==> src/rtl/autoscale_pkg.sv <==
// Shared definitions for the CORDIC autoscale front end: mode encodings
// and the shift-amount rule derived from a found bit index.
package autoscale_pkg;

    localparam logic MODE_MSB = 1'b0;
    localparam logic MODE_LSB = 1'b1;

    // MSB mode moves the found bit up to the top; LSB mode moves it down to bit 0.
    function automatic int shift_amount(input int index, input int width, input logic mode);
        if (mode == MODE_MSB) begin
            return width - 1 - index;
        end
        return index;
    endfunction

endpackage

==> src/rtl/lead_one_encoder.sv <==
// Combinational first-one finder: highest set bit (MSB mode) or lowest
// set bit (LSB mode) of vec. index is 0 when vec is all zero; zero flags that case.
module lead_one_encoder
    import autoscale_pkg::*;
#(
    parameter int DIN_WIDTH  = 32,
    parameter int DOUT_WIDTH = $clog2(DIN_WIDTH)
) (
    input  logic [DIN_WIDTH-1:0]  vec,
    input  logic                  mode,
    output logic [DOUT_WIDTH-1:0] index,
    output logic                  zero
);

    // Priority scan: the last set bit visited wins, so scan order picks the end.
    always_comb begin
        index = '0;
        zero  = ~|vec;
        if (mode == MODE_MSB) begin
            for (int i = 0; i < DIN_WIDTH; i++) begin
                if (vec[i]) index = DOUT_WIDTH'(i);
            end
        end else begin
            for (int i = DIN_WIDTH - 1; i >= 0; i--) begin
                if (vec[i]) index = DOUT_WIDTH'(i);
            end
        end
    end

endmodule

==> src/rtl/first_one_normalizer.sv <==
// Three-stage common-scale normaliser for multi-lane CORDIC inputs.
// S1 registers input and OR of lanes, S2 finds the first one and shift,
// S3 barrel-shifts all lanes by the same amount and registers outputs.
// Build option FIRST_ONE_SHIFT_EN: when undefined the shifter and the data
// pipeline are removed and dout_data is tied to 0; control timing is unchanged.
module first_one_normalizer
    import autoscale_pkg::*;
#(
    parameter int DIN_WIDTH  = 32,
    parameter int CHANNELS   = 2,
    parameter int DOUT_WIDTH = $clog2(DIN_WIDTH)
) (
    input  logic                           clk,
    input  logic                           rst_n,
    input  logic [CHANNELS*DIN_WIDTH-1:0]  din,
    input  logic                           din_valid,
    input  logic                           mode,
    output logic [DOUT_WIDTH-1:0]          dout_index,
    output logic [DOUT_WIDTH-1:0]          dout_shift,
    output logic                           dout_zero,
    output logic [CHANNELS*DIN_WIDTH-1:0]  dout_data,
    output logic                           dout_valid
);

    localparam int LW = CHANNELS * DIN_WIDTH;

    logic [DIN_WIDTH-1:0]  comb_p1_d, comb_p1_q;
    logic                  mode_p1_q, vld_p1_q;
    logic [DOUT_WIDTH-1:0] enc_index;
    logic                  enc_zero;
    logic [DOUT_WIDTH-1:0] shift_p2_d, shift_p2_q, index_p2_q;
    logic                  zero_p2_q, vld_p2_q;
    logic [DOUT_WIDTH-1:0] index_p3_q, shift_p3_q;
    logic                  zero_p3_q, vld_p3_q;

    // S1: combined vector is the OR of all lanes so every lane shares one scale.
    always_comb begin
        comb_p1_d = '0;
        for (int k = 0; k < CHANNELS; k++) begin
            comb_p1_d = comb_p1_d | din[k*DIN_WIDTH +: DIN_WIDTH];
        end
    end

    // S1 control registers.
    always_ff @(posedge clk or negedge rst_n) begin
        if (!rst_n) begin
            comb_p1_q <= '0;
            mode_p1_q <= 1'b0;
            vld_p1_q  <= 1'b0;
        end else begin
            comb_p1_q <= comb_p1_d;
            mode_p1_q <= mode;
            vld_p1_q  <= din_valid;
        end
    end

    lead_one_encoder #(
        .DIN_WIDTH  (DIN_WIDTH),
        .DOUT_WIDTH (DOUT_WIDTH)
    ) u_enc (
        .vec   (comb_p1_q),
        .mode  (mode_p1_q),
        .index (enc_index),
        .zero  (enc_zero)
    );

    // S2: an all-zero sample must report shift 0, not the MSB-mode formula.
    always_comb begin
        shift_p2_d = '0;
        if (!enc_zero) begin
            shift_p2_d = DOUT_WIDTH'(shift_amount(int'(enc_index), DIN_WIDTH, mode_p1_q));
        end
    end

    // S2 control registers.
    always_ff @(posedge clk or negedge rst_n) begin
        if (!rst_n) begin
            index_p2_q <= '0;
            shift_p2_q <= '0;
            zero_p2_q  <= 1'b0;
            vld_p2_q   <= 1'b0;
        end else begin
            index_p2_q <= enc_index;
            shift_p2_q <= shift_p2_d;
            zero_p2_q  <= enc_zero;
            vld_p2_q   <= vld_p1_q;
        end
    end

    // S3 control/output registers.
    always_ff @(posedge clk or negedge rst_n) begin
        if (!rst_n) begin
            index_p3_q <= '0;
            shift_p3_q <= '0;
            zero_p3_q  <= 1'b0;
            vld_p3_q   <= 1'b0;
        end else begin
            index_p3_q <= index_p2_q;
            shift_p3_q <= shift_p2_q;
            zero_p3_q  <= zero_p2_q;
            vld_p3_q   <= vld_p2_q;
        end
    end

    assign dout_index = index_p3_q;
    assign dout_shift = shift_p3_q;
    assign dout_zero  = zero_p3_q;
    assign dout_valid = vld_p3_q;

`ifdef FIRST_ONE_SHIFT_EN
    logic [LW-1:0] din_p1_q, data_p2_q, data_p3_d, data_p3_q;
    logic          mode_p2_q;

    // Data pipeline: raw lanes travel alongside the control path through S1/S2.
    always_ff @(posedge clk or negedge rst_n) begin
        if (!rst_n) begin
            din_p1_q  <= '0;
            data_p2_q <= '0;
            mode_p2_q <= 1'b0;
            data_p3_q <= '0;
        end else begin
            din_p1_q  <= din;
            data_p2_q <= din_p1_q;
            mode_p2_q <= mode_p1_q;
            data_p3_q <= data_p3_d;
        end
    end

    // S3: shift direction cannot drop set bits because the shift targets the combined first one.
    always_comb begin
        data_p3_d = '0;
        for (int k = 0; k < CHANNELS; k++) begin
            if (mode_p2_q == MODE_MSB) begin
                data_p3_d[k*DIN_WIDTH +: DIN_WIDTH] = data_p2_q[k*DIN_WIDTH +: DIN_WIDTH] << shift_p2_q;
            end else begin
                data_p3_d[k*DIN_WIDTH +: DIN_WIDTH] = data_p2_q[k*DIN_WIDTH +: DIN_WIDTH] >> shift_p2_q;
            end
        end
    end

    assign dout_data = data_p3_q;
`else
    assign dout_data = '0;
`endif

endmodule

==> config.mk <==
export PLATFORM = sky130hd
export DESIGN_NAME = first_one_normalizer
export DESIGN_NICKNAME = d
export VERILOG_FILES = /design/src/rtl/autoscale_pkg.sv /design/src/rtl/lead_one_encoder.sv /design/src/rtl/first_one_normalizer.sv
export SDC_FILE = /design/constraint.sdc
export NUM_CORES = 1
export LEC_CHECK = 0
export ABC_AREA = 1
export BUFFER_PORTS_ARGS = -buffer_cell sky130_fd_sc_hd__buf_2
export CAP_MARGIN = 20
export CORE_AREA = 8 8 68 114
export CTS_CLUSTER_SIZE = 25
export DETAILED_ROUTE_END_ITERATION = 6
export DIE_AREA = 0 0 76 122
export GPL_TIMING_DRIVEN = 0
export PLACE_DENSITY = 0.84
export SLEW_MARGIN = 20
export SYNTH_ARGS = -nofsm -noshare
export SYNTH_HDL_FRONTEND = slang
export SYNTH_SLANG_ARGS = --single-unit
==> constraint.sdc <==
create_clock -name clk -period 3.71 [get_ports clk]
set_clock_uncertainty 0.1 [all_clocks]
set_input_delay 0.9275 -clock clk [delete_from_list [all_inputs] [get_ports clk]]
set_output_delay 0.9275 -clock clk [all_outputs]
set_load 0.02 [all_outputs]
==> metrics.md <==
| Metric | Value |
|---|---|
| Outcome | finished, final reports clean |
| WP data arrival | 2390 ps |
| P_leak | 2.28 nW |
| Final ANT Viol Nets | 0 |
| DR iter-0 viols | 26 |
| Number of cells upsized or downsized after cts | 0 |
| Final setup fails | 0 |
| Critical path required time | 3830 ps |
| Max cap viols | 0 |
| CTS sink count | 58 |
| Combinational share of power | 0.160 |
| Layout Nets | 564 |
| Tightest Pin Transition | 665 ps |
| CP max-delay cell | dfrtp_1 |
| Global route overflow | 0 |
| WL final | 5650 µm |
| Relative slew slack | 0.557 |
| Root Driver | clkbuf_8 |
| Flop pwr share | 0.439 |
| P_sw | 0.371 mW |
| Share of post-route cells with drive strength above 1 | 0.407 |
| RSZ-0062 raised after global routing | false |
| Fin crit share | 0.611 |
| Cell count after synthesis | 343 |
| Clk Latency, worst-skew pair | 330 ps |
| Drt wl/cell | 9.73 µm |
| Synth area leader | dfrtp_1 |
| Crit path max fanout | 2 |
| VDD IR max | 0.230 mV |
| Internal | 1.18 mW |
| DR vias/cell | 3.98 |
| H-Tree Depth | 3 |
| Dpl hpwl | 4810 µm |
| Layout area overhead | 31.6% |
| Startpoint types | flip-flop |
| Global Route Usage Sum | 0.129 |
| CTS Buffer Depth | 2 |
| CTS tree | built |
| Die width | 76 µm |
| # rows | 38 |
| Post-Layout Cell Count | 581 |
| Clock network fraction of total power | 0.401 |
| Final Hold Fails | 0 |
| Tmin final | 2270 ps |
| Share of the synthesized area in the top cell type | 0.481 |
| Seq/Total Area, Yosys | 0.481 |
| PD cells | 390 mW/mm² |
| Initial DRT Pass Iterations | 4 |
| Largest net degree at the start of global routing | 59 |
| CP peak stage delay | 380 ps |
| PortBufs | 79 |
| Vias in the first global route | 2432 |
| Post-CTS setup buffer count | 0 |
| Slew Viols, Final | 0 |
| Sw Share | 0.239 |
| Netlist cell types | 17 |
| Setup Crit Path Kind | reg2reg |
| RD Place Congestion | 0.825 |
| Total power | 1.55 mW |
| CTS clock-pin slew for the worst setup and hold paths | 60 ps |
| Warnings, synthesis | 0 |
| Setup_tns | 0 ps |
| Post-CTS Hold Fix Bufs | 0 |
| CTS Buf Count | 9 |
| Die area | 0.00927 mm² |
| I/O Pins | 144 |
| Placed cell count | 565 |
| Avg Inst Size Synth | 8.80 µm² |
| Antenna violations before repair | 0 |
| Dominant cells by area after synthesis | dfrtp_1 (48%), buf_4 (16%), nand2_1 (12%), or2_2 (6.6%), bufinv_8 (5.8%) |
| Die Y | 122 µm |
| Initial Utilization | 0.492 |
| Crit end category | flip-flop |
| DRC | 0 |
| ANT cells | 0 |
| First-pass GRT wire length | 9680 µm |
| Min-Delay Path Class | reg2reg |
| Final Core Density | 0.647 |
| Maximum clock frequency | 441 MHz |
| Via count | 2314 |
| Seq cells post-synth | 58 |
| Core Region | 0.00613 mm² |
| Most used cell, CP | nand2_1 |
| Synthesized area | 0.00302 mm² |
-- cell type report --
type                       instances  area [µm²]
clock inverter                     5        77.6
clock buffer                      11         141
timing repair buffer              79         398
fill                             505        2160
sequential                        58        1450
inverter                          41         292
buffer                            64         480
tap                               80         100
multi-input combinational        243        1030
-- cells by family (layout without fill, tap and decap cells) --
family	after synthesis	after routing	synth area share
AOI/OAI and AO/OA	19	19	0.0348
buffers and inverters	105	200	0.256
DFF	58	58	0.481
other	1	64	0.00124
and+or+nand+nor	160	160	0.227
-- per-layer routing --
| layer | track usage | part of all wire |
|---|---|---|
| met1 | 0.0969 | 0.31 |
| met2 | 0.250 | 0.57 |
| met3 | 0.0568 | 0.096 |
| met4 | 0.0877 | 0.027 |
| met5 | 0 | 0 |
-- critical path: cells and delay by family (launching register included) --
kind | cells | cell delay, ps
AND/OR/NAND/NOR | 33 | 1620
flip-flops | 1 | 380
buffers and inverters | 1 | 80
-- power by group through the flow --
stage	registers [mW]	clock network, mW	logic, mW
3_5_place_dp	0.691	0	0.245
4_1_cts	0.680	0.639	0.246
5_1_grt	0.683	0.668	0.275
6_report	0.679	0.621	0.248
3_3_place_gp	0.689	0	0.240
2_1_floorplan	0.696	0	0.177
-- synthesized netlist by cell type (all sizes together) --
cell type  count
a21oi         11
a31oi          1
buf           64
bufinv        10
conb           1
dfrtp         58
inv           31
nand2         97
nand4          1
nor2          28
nor3           2
o21ai          5
o21bai         1
o31ai          1
or2           32
-- final timing paths --
path | start | to | slack, ps | depth (start not counted)
setup reg to reg | comb_p1_q[2]$_DFF_PN0_ | shift_p2_q[0]$_DFF_PN0_ | 1440 | 34
hold / removal | shift_p2_q[3]$_DFF_PN0_ | dout_shift[3]$_DFF_PN0_ | 250 | 0
setup / recovery | comb_p1_q[2]$_DFF_PN0_ | shift_p2_q[0]$_DFF_PN0_ | 1440 | 34
min in group asynchronous | rst_n | comb_p1_q[6]$_DFF_PN0_ | 520 | 1
hold reg to reg | shift_p2_q[3]$_DFF_PN0_ | dout_shift[3]$_DFF_PN0_ | 250 | 0
max in group asynchronous | rst_n | index_p2_q[0]$_DFF_PN0_ | 2530 | 1
-- per-stage QoR --
stage	instance area, µm²	hold WS [ps]	setup slack [ps]
4_1_cts	3970	249	1410
5_1_grt	3970	256	942
3_3_place_gp	3750	231	1450
3_5_place_dp	3750	235	1430
2_1_floorplan	3250	231	1680
6_report	3970	247	1440
-- state kept, by name, summed over array words and instances (netlist names) --
name	count
index_p2_q	5
dout_valid	1
dout_shift	5
zero_p2_q	1
vld_p1_q	1
vld_p2_q	1
comb_p1_q	32
dout_index	5
shift_p2_q	5
dout_zero	1
mode_p1_q	1
-- cells in the final DEF, fill, tap and decap left out, drive strengths merged --
cell type,n
buf,143
nand2,97
conb,64
dfrtp,58
or2,32
inv,31
nor2,28
bufinv,12
a21oi,11
clkbuf,11
o21ai,5
nor3,2
clkinv,2
nand4,1
o21bai,1
o31ai,1
a31oi,1
clkinvlp,1
Note: power is estimated with default switching activity, not from simulation.
